<file path="config.mk">
export PLATFORM = sky130hd
export DESIGN_NAME = rc_mc_fork
export DESIGN_NICKNAME = d
export VERILOG_FILES = /design/src/rtl/rc_mc_fork.sv
export SDC_FILE = /design/constraint.sdc
export NUM_CORES = 1
export LEC_CHECK = 0
export BUFFER_PORTS_ARGS = -buffer_cell sky130_fd_sc_hd__buf_2
export CORE_MARGIN = 2
export CORE_UTILIZATION = 50
export CTS_CLUSTER_DIAMETER = 200
export DETAILED_ROUTE_END_ITERATION = 12
export PLACE_DENSITY = 0.82
export SLEW_MARGIN = 20
export SYNTH_ARGS = -nofsm -noshare
export SYNTH_HDL_FRONTEND = slang
export SYNTH_SLANG_ARGS = --single-unit
</file>
<file path="constraint.sdc">
create_clock -name clk -period 6.85 [get_ports clk]
set_input_delay 0.3425 -clock clk [delete_from_list [all_inputs] [get_ports clk]]
set_output_delay 0.3425 -clock clk [all_outputs]
set_load 0.005 [all_outputs]
</file>
<file path="src/rtl/rc_mc_fork.sv">
// Multicast route compute and fork: registered header capture, first replica one cycle later, one replica per cycle, out_* held while out_ready is low.
// Optional macro MC_INJECT_EN: accept local injection (in_dir == NUM_DIR) with every direction port treated as straight.
module rc_mc_fork #(
  parameter int NUM_NODE = 16,
  parameter int NUM_DIR  = 4,
  parameter int NUM_PORT = NUM_DIR + 1,
  parameter int PIDX_W   = 3
) (
  input  logic                         clk,
  input  logic                         rst_n,
  input  logic                         in_valid,
  output logic                         in_ready,
  input  logic [NUM_NODE-1:0]          in_dst,
  input  logic [PIDX_W-1:0]            in_dir,
  input  logic                         in_ltb,
  input  logic                         in_rtb,
  input  logic [NUM_DIR*NUM_NODE-1:0]  mask_straight,
  input  logic [NUM_DIR*NUM_NODE-1:0]  mask_left,
  input  logic [NUM_DIR*NUM_NODE-1:0]  mask_right,
  input  logic [NUM_DIR*NUM_NODE-1:0]  mask_local,
  output logic                         out_valid,
  input  logic                         out_ready,
  output logic [PIDX_W-1:0]            out_port,
  output logic [NUM_NODE-1:0]          out_dst,
  output logic                         out_ltb,
  output logic                         out_rtb,
  output logic                         out_last,
  output logic                         err_nodst
);

  typedef enum logic {IDLE, EMIT} state_t;

  state_t                r_state;
  state_t                w_state_nxt;
  logic [NUM_PORT-1:0]   r_pend;
  logic [NUM_NODE-1:0]   r_sub [NUM_PORT];
  logic [NUM_PORT-1:0]   r_str;
  logic                  r_ltb;
  logic                  r_rtb;
  logic                  r_err;

  logic [NUM_NODE-1:0]   w_ms   [NUM_DIR];
  logic [NUM_NODE-1:0]   w_mlf  [NUM_DIR];
  logic [NUM_NODE-1:0]   w_mr   [NUM_DIR];
  logic [NUM_NODE-1:0]   w_mloc [NUM_DIR];
  logic [NUM_NODE-1:0]   w_raw  [NUM_PORT];
  logic [NUM_NODE-1:0]   w_sub  [NUM_PORT];
  logic [NUM_NODE-1:0]   w_claim;
  logic [NUM_PORT-1:0]   w_pend;
  logic [NUM_PORT-1:0]   w_str;
  logic                  w_inject;
  int                    w_di;

  logic [PIDX_W-1:0]     w_sel;
  logic [NUM_PORT-1:0]   w_sel_oh;
  logic [NUM_NODE-1:0]   w_dst;
  logic                  w_str_sel;
  logic                  w_last;
  logic                  w_cap;
  logic                  w_acc;

  for (genvar d = 0; d < NUM_DIR; d++) begin : g_slice
    assign w_ms[d]   = mask_straight[d*NUM_NODE +: NUM_NODE];
    assign w_mlf[d]  = mask_left[d*NUM_NODE +: NUM_NODE];
    assign w_mr[d]   = mask_right[d*NUM_NODE +: NUM_NODE];
    assign w_mloc[d] = mask_local[d*NUM_NODE +: NUM_NODE];
  end

`ifdef MC_INJECT_EN
  assign w_inject = (in_dir == PIDX_W'(NUM_DIR));
`else
  assign w_inject = 1'b0;
`endif

  assign w_di = int'(in_dir);

  // Raw per-port subsets, then dedup in claim order local, 0..NUM_DIR-1.
  always_comb begin
    w_str   = '0;
    w_pend  = '0;
    w_claim = '0;
    for (int p = 0; p < NUM_PORT; p++) begin
      w_raw[p] = '0;
      w_sub[p] = '0;
    end
    if (w_inject) begin
      for (int p = 0; p < NUM_DIR; p++) begin
        w_raw[p] = in_dst & (w_ms[p] | (w_mlf[p] & {NUM_NODE{in_ltb}})
                                     | (w_mr[p]  & {NUM_NODE{in_rtb}}));
        w_str[p] = 1'b1;
      end
      for (int d = 0; d < NUM_DIR; d++) begin
        w_raw[NUM_DIR] = w_raw[NUM_DIR] | (in_dst & w_mloc[d]);
      end
    end else if (w_di < NUM_DIR) begin
      for (int p = 0; p < NUM_DIR; p++) begin
        if (p == (w_di + 2) % NUM_DIR) begin
          w_raw[p] = in_dst & (w_ms[p] | (w_mlf[p] & {NUM_NODE{in_ltb}})
                                       | (w_mr[p]  & {NUM_NODE{in_rtb}}));
          w_str[p] = 1'b1;
        end else if (p == (w_di + 1) % NUM_DIR) begin
          w_raw[p] = in_dst & w_ms[p] & {NUM_NODE{in_ltb}};
        end else if (p == (w_di + 3) % NUM_DIR) begin
          w_raw[p] = in_dst & w_ms[p] & {NUM_NODE{in_rtb}};
        end
      end
      for (int d = 0; d < NUM_DIR; d++) begin
        if (d == w_di) begin
          w_raw[NUM_DIR] = in_dst & w_mloc[d];
        end
      end
    end
    w_sub[NUM_DIR] = w_raw[NUM_DIR];
    w_claim        = w_raw[NUM_DIR];
    for (int p = 0; p < NUM_DIR; p++) begin
      w_sub[p] = w_raw[p] & ~w_claim;
      w_claim  = w_claim | w_raw[p];
    end
    for (int p = 0; p < NUM_PORT; p++) begin
      w_pend[p] = |w_sub[p];
    end
  end

  // Local port wins, then the lowest pending direction.
  always_comb begin
    w_sel     = '0;
    w_sel_oh  = '0;
    w_dst     = '0;
    w_str_sel = 1'b0;
    for (int p = NUM_DIR - 1; p >= 0; p--) begin
      if (r_pend[p]) begin
        w_sel     = PIDX_W'(p);
        w_sel_oh  = NUM_PORT'(1) << p;
        w_dst     = r_sub[p];
        w_str_sel = r_str[p];
      end
    end
    if (r_pend[NUM_DIR]) begin
      w_sel     = PIDX_W'(NUM_DIR);
      w_sel_oh  = NUM_PORT'(1) << NUM_DIR;
      w_dst     = r_sub[NUM_DIR];
      w_str_sel = 1'b0;
    end
  end

  assign w_last = (r_pend != '0) && ((r_pend & (r_pend - NUM_PORT'(1))) == '0);

  always_ff @(posedge clk or negedge rst_n) begin
    if (!rst_n) begin
      r_state <= IDLE;
    end else begin
      r_state <= w_state_nxt;
    end
  end

  always_comb begin
    w_state_nxt = r_state;
    w_cap       = 1'b0;
    w_acc       = 1'b0;
    in_ready    = 1'b0;
    case (r_state)
      IDLE: begin
        in_ready = 1'b1;
        if (in_valid) begin
          w_cap       = 1'b1;
          w_state_nxt = (w_pend != '0) ? EMIT : IDLE;
        end
      end
      EMIT: begin
        w_acc = out_ready;
        if (out_ready && w_last) begin
          in_ready = 1'b1;
          if (in_valid) begin
            w_cap       = 1'b1;
            w_state_nxt = (w_pend != '0) ? EMIT : IDLE;
          end else begin
            w_state_nxt = IDLE;
          end
        end
      end
      default: w_state_nxt = IDLE;
    endcase
  end

  always_ff @(posedge clk or negedge rst_n) begin
    if (!rst_n) begin
      r_pend <= '0;
      r_str  <= '0;
      r_ltb  <= 1'b0;
      r_rtb  <= 1'b0;
      r_err  <= 1'b0;
      for (int p = 0; p < NUM_PORT; p++) begin
        r_sub[p] <= '0;
      end
    end else begin
      r_err <= w_cap && (w_pend == '0);
      if (w_cap) begin
        r_pend <= w_pend;
        r_str  <= w_str;
        r_ltb  <= in_ltb;
        r_rtb  <= in_rtb;
        for (int p = 0; p < NUM_PORT; p++) begin
          r_sub[p] <= w_sub[p];
        end
      end else if (w_acc) begin
        r_pend <= r_pend & ~w_sel_oh;
      end
    end
  end

  assign out_valid = (r_state == EMIT);
  assign out_port  = w_sel;
  assign out_dst   = w_dst;
  assign out_ltb   = out_valid & w_str_sel & r_ltb;
  assign out_rtb   = out_valid & w_str_sel & r_rtb;
  assign out_last  = out_valid & w_last;
  assign err_nodst = r_err;

endmodule

</file>
==> results of run 1 <==
-- cells by family (layout without fill, tap and decap cells) --
logic type | count (synthesis) | after routing
flip-flops | 93 | 93
other | 0 | 1
AND/OR/NAND/NOR | 424 | 424
AO/OA/AOI/OAI | 357 | 357
multiplexers | 38 | 38
buffers and inverters | 95 | 340
-- area by class of cell --
class,count,share of cell area (%)
inverters,9,0.357
well taps,211,2.79
flip-flops and latches,93,24.6
diodes,1,0.0264
clock inverters,6,0.740
multi-input cells,819,52.1
clock buffers,9,2.38
repair buffers,316,17.0
-- worst max-delay path: cells and delay by family --
family          cells  cell delay [ps]
compound gates      2              660
buf+inv             2             1040
simple gates        4             1300
mux                 1              430
-- power groups by stage --
stage	logic [mW]	clock network [mW]	registers [mW]
floorplan	0.564	0	0.719
global placement	0.783	0	0.767
detailed placement	0.790	0	0.773
CTS	0.793	0.508	0.764
global route	0.889	0.531	0.784
finish	0.810	0.510	0.767
-- metal layers --
| metal | up-vias | track usage (%) | wire [um] |
|---|---|---|---|
| met5 | - | 0 | 0 |
| met1 | 4249 | 50.4 | 12100 |
| met3 | 93 | 5.86 | 3380 |
| met4 | 0 | 13.6 | 1150 |
| met2 | 634 | 57.7 | 14300 |
| li1 | 4196 | - | - |
-- cells in the mapped netlist (3+ instances only) --
library cell  count  area share, %
mux2i_1          30            3.8
a22o_1           10            1.1
nand3_1          12           0.77
a22oi_2           4           0.64
buf_4             9           0.86
dfrtp_1          93             30
a21o_1            6           0.58
clkbuf_1         33            1.6
mux2_2            7            1.0
o31ai_1          10           0.96
nand2_1         178            8.5
o211ai_1          5           0.48
o21a_1            7           0.67
buf_6            14            2.0
nor2_1           86            4.1
o22ai_1          23            1.8
nand4_1          24            1.9
a2111oi_0         7           0.78
nand2b_1         16            1.3
o21bai_1         17            1.6
nor4_1            4           0.32
o21ai_0          82            5.2
nor2b_1          11           0.88
and2_1           12           0.96
a22oi_1          66            6.3
a32oi_1           4           0.45
o22ai_2           3           0.48
a221o_1           3           0.38
nor3b_1          19            1.8
nor3_1           15           0.96
a21oi_1          73            4.7
and3b_1          14            1.6
or4_4             3           0.43
buf_1             5           0.24
o2bb2ai_1         8           0.90
inv_1             9           0.43
buf_2            22            1.4
nor4b_1           3           0.34
a221oi_1          9            1.0
-- worst max-delay path by stage --
stage | startpoint | to | slack [ps] | cells after the start
floorplan | r_pend[1]$_DFFE_PN0P_ | r_sub[62]$_DFFE_PN0P_ | 4450 | 9
global placement | in_dir[0] | out_valid$_DFF_PN0_ | 3160 | 9
detailed placement | in_dir[1] | err_nodst$_DFF_PN0_ | 3070 | 9
CTS | r_pend[0]$_DFFE_PN0P_ | r_sub[71]$_DFFE_PN0P_ | 3230 | 7
global route | r_pend[0]$_DFFE_PN0P_ | r_sub[71]$_DFFE_PN0P_ | 3070 | 8
finish | in_dir[1] | out_valid$_DFF_PN0_ | 3300 | 9
-- flip-flops by register name, indices dropped and copies added, names as in the netlist --
| signal | cells |
|---|---|
| r_pend | 5 |
| r_str | 4 |
| out_valid | 1 |
| err_nodst | 1 |
| r_sub | 80 |
| r_ltb | 1 |
| r_rtb | 1 |
-- through the flow --
stage / instance area [sq um] / power (mW)
6_report: 9470 / 2.09
5_1_grt: 9470 / 2.20
4_1_cts: 9470 / 2.06
3_5_place_dp: 9170 / 1.56
3_3_place_gp: 9170 / 1.55
2_1_floorplan: 7820 / 1.28
-- timing repair --
action	CTS	global route
hold buffers	1	0
buffers inserted	0	0
hold endpoints to repair	32	0
==> results.md, run 1 <==
• input port to flop — crit path kind
• 38.8% — logic gate share of total power
• 2 — buffer depth of the longest clock path
• clkbuf_16 — buffer cell driving the clock tree root
• 1447 — number of placed instances with taps included
• 3550 ps — crit path time final
• 8.28 ps — clk_skew
• 30.5% — fraction of the mapped netlist area in compound gates
• 1464 — final instance count without filler cells
• 306 — number of top-level pins
• 0 — count of flip-flops with a built-in enable after synthesis
• 100% — Async SR Flop Fraction
• 305 — port buffer count
• 40.8% — fraction of power spent switching nets
• buf_2 — most common cell after layout, fill and taps aside
• 36.4% — Global Route Usage Sum
• r_pend[0]$_DFFE_PN0P_ — critical register-to-register path startpoint
• 29.2% — fraction of layout instances using a drive strength above 1
• 7110 ps — data required time at the worst endpoint
• r_sub[71]$_DFFE_PN0P_ — r2r endpoint
• 62.1% — share of the core filled with cells
• 350 ps — source-to-sink clock delay at the later pin of the worst-skew pair
• 3 — htree depth
• 8 — depth of the worst register-to-register path
• 984 ps — worst-margin pin slew
• r_sub[6]$_DFFE_PN0P_ — WHS Endpoint
• 7820 sq um — summed instance area of the synthesized netlist
• 21.2% — layout overhead on the synthesized area
• 0 — count of pins over their slew limit
• 6.27 — Vias/cell
• in_dst[6] — hold path startpoint
• 79 — Yosys cell types
• 16700 sq um — die outline area
• 220 nW/um^2 — power density cells
• 45 — critical path peak fanout
• flop — Crit. End Element
• 0 — number of failing setup endpoints in the final timing report
• 1279 — iteration-0 DRC count of the detailed router
• 1007 — instance count of the mapped netlist
• 630 ps — Critical Path Max Stage Delay
• 1288 — nets in the synthesized netlist
• 51.2% — starting density of the core
• 1529 — net total in the final layout
• 9172 — total number of vias
• 5.14% — post-synthesis mux area share
• 0 — DRC viols
• 8461 — via count of the first global-routing pass
• 1427 — fill count
• 3 — Hold Path Cell Cnt
• 129 um — overall die height
• buf_4 — Slowest cell on crit path
• 93 — number of synthesized register bits
• 7 — first-pass iteration count of the detailed router
• 3300 ps — setup slack after layout
• finished clean — run status
• 1 — number of antenna violations at the first check in global routing
• 0 — warnings from Yosys
• 29.8% — sequential area share after synthesis
• yes — TritonCTS clock tree
• 851 uW — reported net switching power
• buf_2, nand2_1, dfrtp_1 — leading cell types in the layout, fill and taps excluded
• 9 — number of buffers created by CTS
• 32.7% — normalized max-slew margin
• 4940 sq um — combined area of the multi-input logic cells
• 24300 um — half-perimeter wire length after placement
• 281 MHz — peak clock frequency supported by timing
• 0% — fraction of synthesized cell area in xor and xnor cells
• 46300 um — global-route wire length before repair
• 45 — row count
• 1.05 — Final Wtd Congestion
• 3810 ps — data arrival time of the critical path
• 51.9% — part of the cycle the worst path needs
• input port — Setup crit start kind
• false — RSZ-0062 raised after global routing
• 368 ps — Worst Hold Margin
• 24.5% — proportion of power drawn by the clock network
• 7.76 sq um — Mapped Avg Cell Area
• 0.137 mV — peak ir drop on the vdd network
• 0 — number of antenna-violating nets in the routed design
• 21.2 um — post-DR wirelength/cell
• 110 — pin count of the biggest net entering global routing
• compound AO/OA/AOI/OAI gates — largest family of logic cells by synthesized area
• 0 — post-cts resize count
• 70 ps — Reg clk slew, reported paths
• buf_2 > buf_4 > mux2_2 > or4b_1 > a211oi_2 > nor4b_1 > or4_4 > nor4_4 > a41oi_1 — ordered cell list for the critical path
• 31000 um — wirelength, routed
• 0 — Hold Fails Final Rpt
• 0% — Adder-Cell Fraction of Synth Area
• 0 ps — Setup TNS Final
• 15300 sq um — placeable core region
• 36.8% — sequential share of power
• 3070 ps — worst slack at placement
• 4.56 nW — leakage power
• 3410 ps — r2r setup slk
• 93 — clock sink count
• 2330 sq um — sequential cell area in the final layout
• 129 um — Chip Width
• 0 — Max-Cap Viols
• 27.4% — basic-gate share of the synthesized area counting and, or, nand and nor cells
• input port to flop — worst hold-check path type
• 0 — sum of overflow across all layers after global routing
• 1.24 mW — internal power contribution
• dfrtp_1 — most common flop cell mapped by yosys
(Power assumes the default switching activity.)
==> run 2, diff against run 1 <==
- clock period: 6.85 -> 3.5 ns (I/O delays scaled with it)
==> run 2 against run 1 <==
Against the previous run: cell area rose by 2.6%; largest power group unchanged; sequential power rose by 89%; sequential cell count stayed put; highest routed layer unchanged.
==> results.md, run 2 (synthesized netlist as in run 1, its figures left out) <==
• finished clean — run status
• false — RSZ-0062 raised after global routing
• 730 ps — Critical Path Max Stage Delay, +100 ps
• input port to flop — worst hold-check path type
• clkbuf_16 — buffer cell driving the clock tree root
• in_dst[6] — hold path startpoint
• 426 nW/um^2 — power density cells, +93%
• 37.3% — Global Route Usage Sum, +0.92 points
• 70 ps — Reg clk slew, reported paths, about the same
• 8.10 ps — clk_skew, -0.185 ps
• 48 — critical path peak fanout, +6.7%
• 8295 — via count of the first global-routing pass, -2.0%
• 0 — number of failing setup endpoints in the final timing report, unchanged
• r_sub[6]$_DFFE_PN0P_ — WHS Endpoint
• 8 — first-pass iteration count of the detailed router, +1
• buf_2 — most common cell after layout, fill and taps aside
• 770 ps — r2r setup slk, -2640 ps
• 0 — post-cts resize count, unchanged
• 3 — Hold Path Cell Cnt, unchanged
• 129 um — Chip Width, unchanged
• 0 — count of pins over their slew limit, unchanged
• 2750 ps — crit path time final
• 31900 um — wirelength, routed, +2.9%
• 0 — Max-Cap Viols, unchanged
• 45 — row count, unchanged
• input port to flop — crit path kind
• 1559 — net total in the final layout, +2.0%
• 0 ps — Setup TNS Final, unchanged
• a2111oi_0 — Slowest cell on crit path
• 350 ps — source-to-sink clock delay at the later pin of the worst-skew pair, about the same
• 0.473 mV — peak ir drop on the vdd network, +250%
• r_sub (80), r_pend (5), r_str (4) — registers with the highest flip-flop counts
• 16700 sq um — die outline area, unchanged
• 25700 um — half-perimeter wire length after placement, +5.7%
• 44.8% — normalized max-slew margin, +12 points
• 63.7% — share of the core filled with cells, +1.6 points
• 6.21 — Vias/cell, -0.82%
• 3740 ps — data required time at the worst endpoint, -3370 ps
• 24.3% — layout overhead on the synthesized area
• 80 — number of flip-flops under the largest register name, unchanged
• 129 um — overall die height, unchanged
• 1 — number of antenna violations at the first check in global routing, unchanged
• 0 — Hold Fails Final Rpt, unchanged
• 15300 sq um — placeable core region, unchanged
• buf_2 > buf_4 > and3b_1 > a22oi_1 > a2111oi_0 > a2111oi_0 > buf_4 > nand4_1 > and4bb_1 > and4_1 — ordered cell list for the critical path
• 3 — htree depth, unchanged
• 78.5% — part of the cycle the worst path needs
• flop — Crit. End Element
• yes — TritonCTS clock tree
• 828 ps — worst-margin pin slew, -156 ps
• 30.8% — fraction of layout instances using a drive strength above 1, +1.6 points
• 2 — buffer depth of the longest clock path, unchanged
• 9 — number of buffers created by CTS, unchanged
• input port — Setup crit start kind
• 364 MHz — peak clock frequency supported by timing
• r_sub[35]$_DFFE_PN0P_ — r2r endpoint
• 0 — DRC viols, unchanged
• 93 — clock sink count, unchanged
• 2990 ps — data arrival time of the critical path, -820 ps
• 1399 — fill count, -2.0%
• 0 — number of antenna-violating nets in the routed design, unchanged
• 46900 um — global-route wire length before repair, +1.1%
• 0 — sum of overflow across all layers after global routing, unchanged
• 21.3 um — post-DR wirelength/cell, +0.74%
• 4.73 nW — leakage power, +3.7%
• 9296 — total number of vias, +1.4%
• buf_2, nand2_1, dfrtp_1 — leading cell types in the layout, fill and taps excluded
• 0.931 — Final Wtd Congestion, -11%
• 9 — depth of the worst register-to-register path, +1
• r_pend[0]$_DFFE_PN0P_ — critical register-to-register path startpoint
• 1084 — iteration-0 DRC count of the detailed router, -15%
• 51.2% — starting density of the core, unchanged
• 88 — pin count of the biggest net entering global routing, -20%
• 305 — port buffer count, unchanged
• 306 — number of top-level pins, unchanged
• r_sub — Largest Register
## run 2: through the flow
step / area, sq um / hold slack [ps] / cells / power [mW] / setup WS [ps]
after floorplan: 7820 / -121 / 1007 / 2.51 / 1100
after global placement: 9420 / 169 / 1477 / 3.13 / 535
after detailed placement: 9420 / 168 / 1477 / 3.17 / 437
after CTS: 9710 / 151 / 1494 / 4.11 / 797
after global routing: 9720 / 190 / 1495 / 4.38 / 571
final: 9720 / 159 / 1496 / 4.14 / 752
## run 2: worst max-delay path by stage
stage / from / endpoint / slack, ps / cells past startpoint
final: in_dir[0] / err_nodst$_DFF_PN0_ / 750 / 10
after detailed placement: in_dir[1] / out_valid$_DFF_PN0_ / 440 / 10
after CTS: in_dir[1] / out_valid$_DFF_PN0_ / 800 / 10
after global placement: in_dir[1] / out_valid$_DFF_PN0_ / 540 / 11
after global routing: in_dir[1] / err_nodst$_DFF_PN0_ / 570 / 8
after floorplan: r_pend[1]$_DFFE_PN0P_ / r_sub[62]$_DFFE_PN0P_ / 1100 / 9
## run 2: power by group
| part | switching [mW] | internal, mW | total [mW] |
|---|---|---|---|
| registers | 0.156 | 1.29 | 1.45 |
| logic | 1.09 | 0.649 | 1.73 |
| clock network | 0.461 | 0.498 | 0.959 |
| total | 1.70 | 2.44 | 4.14 |
## run 2: timing repair
action | 4_1_cts | 5_1_grt
hold buffers | 1 | 0
endpoints found under the hold margin | 35 | 0
buffers inserted | 0 | 0
## run 2: worst max-delay path: cells and delay by family
family	cells	cell delay [ps]
AO/OA/AOI/OAI	3	1050
buffers and inverters	3	1020
AND/OR/NAND/NOR	4	740
## run 2: final cells by class
class                   instances  area, sq um  share of cell area (%)
repair buffers                346         1860                    19.2
inverters                       9         33.8                   0.348
clock inverters                 7         62.6                   0.644
flip-flops and latches         93         2330                    23.9
multi-input cells             819         4940                    50.8
diodes                          2         5.00                  0.0515
well taps                     211          264                    2.72
clock buffers                   9          225                    2.32
## run 2: routing by layer
metal	track usage, %	wire [um]
met2	58.4	14500
met4	12.0	1090
met3	6.81	3300
met1	52.6	13100
met5	0	0
